## config.mk

```make
export PLATFORM = sky130hd
export DESIGN_NAME = sparse_conv_scheduler
export DESIGN_NICKNAME = d
export VERILOG_FILES = /design/src/rtl/sparse_conv_scheduler.sv
export SDC_FILE = /design/constraint.sdc
export NUM_CORES = 1
export LEC_CHECK = 0
export ABC_CLOCK_PERIOD_IN_PS = 8700
export CORE_MARGIN = 2
export CORE_UTILIZATION = 35
export DETAILED_ROUTE_END_ITERATION = 10
export SLEW_MARGIN = 30
export SYNTH_ARGS = -nofsm -noshare
export SYNTH_HDL_FRONTEND = slang
export SYNTH_SLANG_ARGS = --single-unit
```

## constraint.sdc

```tcl
create_clock -name clk -period 8.7 [get_ports clk]
set_input_delay 1.74 -clock clk [delete_from_list [all_inputs] [get_ports clk]]
set_output_delay 1.74 -clock clk [all_outputs]
set_load 0.01 [all_outputs]
```

## src/rtl/sparse_conv_scheduler.sv

```systemverilog
// Sparse convolution scheduler: loads a sparse kernel table, streams a raster image and
// issues one (pixel, weight, output coordinate) product per cycle for each nonzero pixel.
module sparse_conv_scheduler #(
    parameter int IMAGE_SIZE  = 28,
    parameter int KERNEL_SIZE = 5,
    parameter int WORD_LENGTH = 8,
    parameter int MAX_NNZ     = 25
) (
    input  logic                          clk,
    input  logic                          rst,
    input  logic                          start,
    input  logic                          w_valid,
    output logic                          w_ready,
    input  logic                          w_last,
    input  logic signed [WORD_LENGTH-1:0] w_value,
    input  logic        [WORD_LENGTH-1:0] w_row,
    input  logic        [WORD_LENGTH-1:0] w_col,
    input  logic                          f_valid,
    output logic                          f_ready,
    input  logic signed [WORD_LENGTH-1:0] f_data,
    output logic                          pe_valid,
    output logic        [WORD_LENGTH-1:0] pe_feature,
    output logic        [WORD_LENGTH-1:0] pe_weight,
    output logic        [WORD_LENGTH-1:0] pe_out_row,
    output logic        [WORD_LENGTH-1:0] pe_out_col,
    output logic                          acc_clear,
    output logic                          busy,
    output logic                          done,
    output logic        [WORD_LENGTH-1:0] nnz
);
    localparam int W  = WORD_LENGTH;
    localparam int IW = (MAX_NNZ > 1) ? $clog2(MAX_NNZ) : 1;
    localparam logic [W-1:0]        LAST_IDX = W'(IMAGE_SIZE - 1);
    localparam logic [W-1:0]        KS       = W'(KERNEL_SIZE);
    localparam logic [W-1:0]        MAXN     = W'(MAX_NNZ);
    localparam logic signed [W:0]   OMAX     = (W+1)'(IMAGE_SIZE - KERNEL_SIZE);

    typedef enum logic [2:0] {IDLE, LOAD, STREAM, FLUSH, DONE} state_t;

    state_t         state_q, state_d;
    logic [W-1:0]   nnz_q, nnz_d, in_row_q, in_row_d, in_col_q, in_col_d, k_q, k_d;
    logic [W-1:0]   pix_q, pix_d, prow_q, prow_d, pcol_q, pcol_d;
    logic           iter_q, iter_d, all_in_q, all_in_d, acc_clear_q, acc_clear_d;
    logic           pe_valid_q, pe_valid_d;
    logic [W-1:0]   pe_feature_q, pe_feature_d, pe_weight_q, pe_weight_d;
    logic [W-1:0]   pe_out_row_q, pe_out_row_d, pe_out_col_q, pe_out_col_d;

    logic [W-1:0]   tv [MAX_NNZ];
    logic [W-1:0]   tr [MAX_NNZ];
    logic [W-1:0]   tc [MAX_NNZ];

    logic           w_hs, w_keep, f_acc, last_pix, start_iter, iter_more, in_range;
    logic signed [W:0] orow, ocol;

    always_comb begin
        w_ready    = (state_q == LOAD);
        // While iterating, the next pixel may only be taken on the final k so pixels run back-to-back.
        f_ready    = (state_q == STREAM) && !all_in_q && (!iter_q || k_q == nnz_q - 1'b1);
        busy       = (state_q != IDLE);
        done       = (state_q == DONE);
        acc_clear  = acc_clear_q;
        nnz        = nnz_q;
        pe_valid   = pe_valid_q;
        pe_feature = pe_feature_q;
        pe_weight  = pe_weight_q;
        pe_out_row = pe_out_row_q;
        pe_out_col = pe_out_col_q;

        w_hs       = w_valid && w_ready;
        w_keep     = w_hs && (w_value != '0) && (w_row < KS) && (w_col < KS) && (nnz_q != MAXN);
        f_acc      = f_valid && f_ready;
        last_pix   = (in_row_q == LAST_IDX) && (in_col_q == LAST_IDX);
        start_iter = f_acc && (f_data != '0) && (nnz_q != '0);
        iter_more  = iter_q && (k_q != nnz_q - 1'b1);
        orow       = $signed({1'b0, prow_q}) - $signed({1'b0, tr[k_q[IW-1:0]]});
        ocol       = $signed({1'b0, pcol_q}) - $signed({1'b0, tc[k_q[IW-1:0]]});
        in_range   = !orow[W] && !ocol[W] && (orow <= OMAX) && (ocol <= OMAX);

        state_d      = state_q;
        nnz_d        = nnz_q;
        in_row_d     = in_row_q;
        in_col_d     = in_col_q;
        k_d          = k_q;
        pix_d        = pix_q;
        prow_d       = prow_q;
        pcol_d       = pcol_q;
        iter_d       = iter_q;
        all_in_d     = all_in_q;
        acc_clear_d  = 1'b0;
        pe_valid_d   = 1'b0;
        pe_feature_d = '0;
        pe_weight_d  = '0;
        pe_out_row_d = '0;
        pe_out_col_d = '0;

        case (state_q)
            IDLE: if (start) begin
                state_d     = LOAD;
                nnz_d       = '0;
                acc_clear_d = 1'b1;
            end
            LOAD: begin
                if (w_keep) nnz_d = nnz_q + 1'b1;
                if (w_hs && w_last) begin
                    state_d  = STREAM;
                    in_row_d = '0;
                    in_col_d = '0;
                    iter_d   = 1'b0;
                    all_in_d = 1'b0;
                end
            end
            STREAM: begin
                if (iter_q) begin
                    k_d = k_q + 1'b1;
                    if (in_range) begin
                        pe_valid_d   = 1'b1;
                        pe_feature_d = pix_q;
                        pe_weight_d  = tv[k_q[IW-1:0]];
                        pe_out_row_d = orow[W-1:0];
                        pe_out_col_d = ocol[W-1:0];
                    end
                end
                iter_d = iter_more;
                if (f_acc) begin
                    if (in_col_q == LAST_IDX) begin
                        in_col_d = '0;
                        in_row_d = in_row_q + 1'b1;
                    end else begin
                        in_col_d = in_col_q + 1'b1;
                    end
                    if (last_pix) all_in_d = 1'b1;
                    if (start_iter) begin
                        iter_d = 1'b1;
                        k_d    = '0;
                        pix_d  = f_data;
                        prow_d = in_row_q;
                        pcol_d = in_col_q;
                    end
                end
                if (!(start_iter || iter_more) && (all_in_q || (f_acc && last_pix)))
                    state_d = FLUSH;
            end
            FLUSH:   state_d = DONE;
            DONE:    state_d = IDLE;
            default: state_d = IDLE;
        endcase
    end

    always_ff @(posedge clk) begin
        if (!rst) begin
            state_q      <= IDLE;
            nnz_q        <= '0;
            in_row_q     <= '0;
            in_col_q     <= '0;
            k_q          <= '0;
            pix_q        <= '0;
            prow_q       <= '0;
            pcol_q       <= '0;
            iter_q       <= 1'b0;
            all_in_q     <= 1'b0;
            acc_clear_q  <= 1'b0;
            pe_valid_q   <= 1'b0;
            pe_feature_q <= '0;
            pe_weight_q  <= '0;
            pe_out_row_q <= '0;
            pe_out_col_q <= '0;
        end else begin
            state_q      <= state_d;
            nnz_q        <= nnz_d;
            in_row_q     <= in_row_d;
            in_col_q     <= in_col_d;
            k_q          <= k_d;
            pix_q        <= pix_d;
            prow_q       <= prow_d;
            pcol_q       <= pcol_d;
            iter_q       <= iter_d;
            all_in_q     <= all_in_d;
            acc_clear_q  <= acc_clear_d;
            pe_valid_q   <= pe_valid_d;
            pe_feature_q <= pe_feature_d;
            pe_weight_q  <= pe_weight_d;
            pe_out_row_q <= pe_out_row_d;
            pe_out_col_q <= pe_out_col_d;
        end
    end

    // Table is kept across jobs and reset; only nnz decides which entries are live.
    always_ff @(posedge clk) begin
        if (w_keep) begin
            tv[nnz_q[IW-1:0]] <= w_value;
            tr[nnz_q[IW-1:0]] <= w_row;
            tc[nnz_q[IW-1:0]] <= w_col;
        end
    end
endmodule

```

==> impl_metrics.py <==
metrics = {
    "status": {
        "outcome": "finished clean",
    },
    "timing": {
        "min_period_ps": 5460,
        "hold_viol": 0,
        "rsz0062_at_grt": "no",
        "tightest_slew_ps": 941,
        "finalSetupViolCount": 0,
        "hold-worst-slack_ps": 477,
        "finClkSkew_ps": 26.1,
        "setup_tns_ps": 0,
        "finalCritPeriodShare": 0.628,
        "max-slew-margin-rel": 0.371,
        "slew_violations": 0,
        "fmax_mhz": 183,
    },
    "global_routing": {
        "antenna_found_initial": 3,
        "grt_pass1_vias": 14500,
        "grt_use_met1": 0.225,
        "use_met3": 0.0362,
        "busiest_layer": "met2",
        "use_met2": 0.240,
        "grt_pass1_wl_um": 95700,
        "grt_overflow_total": 0,
        "grt_start_max_net_pins": 52,
        "track_usage": 0.157,
    },
    "yosys": {
        "async_reset_ff_frac": 0,
        "synth_top_area_frac": 0.650,
        "yosys_warnings": 0,
        "avgSynthCellArea_um2": 18.4,
        "netlist_instances": 1506,
        "ys_ff_latch": 700,
        "synth_commonest_cells": "edfxtp_1 (600), mux4_2 (154), dfxtp_1 (100)",
        "netlist_area_um2": 27700,
        "ys.flop_type": "edfxtp_1",
        "yosys-top-cells-area": "edfxtp_1 (65%), mux4_2 (13%), dfxtp_1 (7.2%)",
        "yosysMostFrequentCell": "edfxtp_1",
        "synth_edf_count": 600,
        "yosysSeqAreaShare": 0.722,
        "yosysTopAreaCell": "edfxtp_1",
        "synth_cell_types": 64,
    },
    "place": {
        "io_buffers": 83,
        "placed_area_um2": 30100,
        "gp_congestion": 0.787,
        "place_hpwl_um": 38400,
    },
    "drt": {
        "wl_per_cell_um": 23.3,
        "drc": 0,
        "vias_per_cell": 5.23,
        "drtIter0Drc": 1379,
        "antenna_left": 0,
        "finalWirelength_um": 64000,
        "first_pass_iters": 5,
        "vias": 14400,
    },
    "worst_setup_path": {
        "cp-end-kind": "primary output",
        "worst-setup-path-type": "flop to primary output",
        "r2r_slack_ps": 3370,
        "path_max_fanout": 11,
        "cp.required_ps": 6960,
        "crit_path_start_kind": "flop",
        "cp.arrival_ps": 3720,
    },
    "clock_tree": {
        "cts_buffers": 75,
        "ctsHoldBuffers": 0,
        "clockRootBuffer": "clkbuf_16",
        "worstSkewPairLatency_ps": 620,
        "path_clk_slew_ps": 60,
        "clock_sinks": 700,
        "ctsResizeCount": 0,
        "cts_tree": "done",
        "h-tree-depth": 3,
        "cts_buffer_depth": 3,
        "postCtsSetupBuffers": 0,
    },
    "cells_and_area": {
        "nNetsFinal": 1702,
        "insertedDiodeCount": 0,
        "finalInstanceArea_um2": 32600,
        "drive_above_1_share": 0.219,
        "final_util": 0.414,
        "syn2layout_area_growth_pct": 17.7,
    },
    "pwr": {
        "powerDensity_nw_per_um2": 210,
        "p_leak_nw": 10.3,
        "ir_drop_mv": 0.124,
    },
    "hold_path": {
        "min_path_type": "flop to flop",
    },
    "die": {
        "io-pin-count": 84,
        "initial_utilization": 0.352,
        "die_area_um2": 81500,
        "rows": 103,
        "die_h_um": 285,
        "die_w_um": 285,
        "core_area_um2": 78700,
    },
    "flow_run": {
        "max_cap_violations": 0,
    },
}
[layer usage]
layer,up-vias,wire (um)
met5,-,64
met4,2,1500
met3,101,4030
met2,450,29500
met1,7483,28900
li1,6328,-
[worst paths after layout]
kind,start,to,cells past startpoint
worst min register to register,pix_q[7],pe_feature[7],1
worst min-delay path,pix_q[7],pe_feature[7],1
worst max-delay path,nnz[0],f_ready,8
worst max register to register,flop,pe_out_col[1],15
[final cells by class]
type	instances	area (um2)
fillers	6874	46100
clock inverters	29	250
flip-flops and latches	700	20000
well taps	1050	1310
multi-input cells	719	7510
clock buffers	104	2140
repair buffers	130	1330
inverters	13	48.8
[report_power, final]
| group | internal [mW] | total, mW | switching (mW) |
|---|---|---|---|
| clock network | 1.81 | 3.08 | 1.27 |
| registers | 3.64 | 3.64 | 0.00378 |
| logic | 0.0373 | 0.118 | 0.0806 |
[critical path, cell delays in order, from the launching register on]
cell and delay, ps:
dfxtp_1 570, inv_1 130, ha_1 420, o21ai_0 240, a21oi_1 90, o211ai_1 460, nand2_1 250, a211oi_1 360
clkdlybuf4s50_1 600
[logic make-up (layout without fill, tap and decap cells)]
kind of cell,Yosys count,count (layout),synth area share
other,1,6,0.000135
muxes,238,238,0.157
DFF,700,700,0.722
and+or+nand+nor,275,275,0.0507
buffers and inverters,92,276,0.0145
adders and majority gates,25,25,0.0118
AOI/OAI and AO/OA,147,147,0.0349
xor gates and xnor gates,28,28,0.00885
[stage by stage]
| stage | worst slack, ps | power [mW] | instances |
|---|---|---|---|
| final | 3240 | 6.84 | 2745 |
| after global routing | 2940 | 7.05 | 2745 |
| after CTS | 3290 | 6.92 | 2738 |
| after detailed placement | 3290 | 3.83 | 2605 |
| after global placement | 3290 | 3.83 | 2605 |
| after floorplan | 4450 | 3.74 | 1511 |
[placed cells by master, fill, tap and decap left out, drive strengths merged, types with 6 or more instances in the layout]
cell type,netlist,routed
xor2,15,15
nor3,10,10
conb,1,6
nor4,9,9
xnor2,13,13
clkdlybuf4s50,0,83
nand3,11,11
buf,34,47
edfxtp,600,600
and2,6,6
or4,8,8
and3,31,31
nand4,8,8
or3,7,7
ha,23,23
dfxtp,100,100
a21oi,37,37
a211oi,30,30
inv,12,16
nand2,44,44
nor2b,18,18
nor2,98,98
nand3b,8,8
mux2i,56,56
mux2,28,28
o21a,7,7
o211ai,11,11
clkinv,1,22
mux4,154,154
o21ai,35,35
clkbuf,45,104
Note: power is estimated with default switching activity, not from simulation.
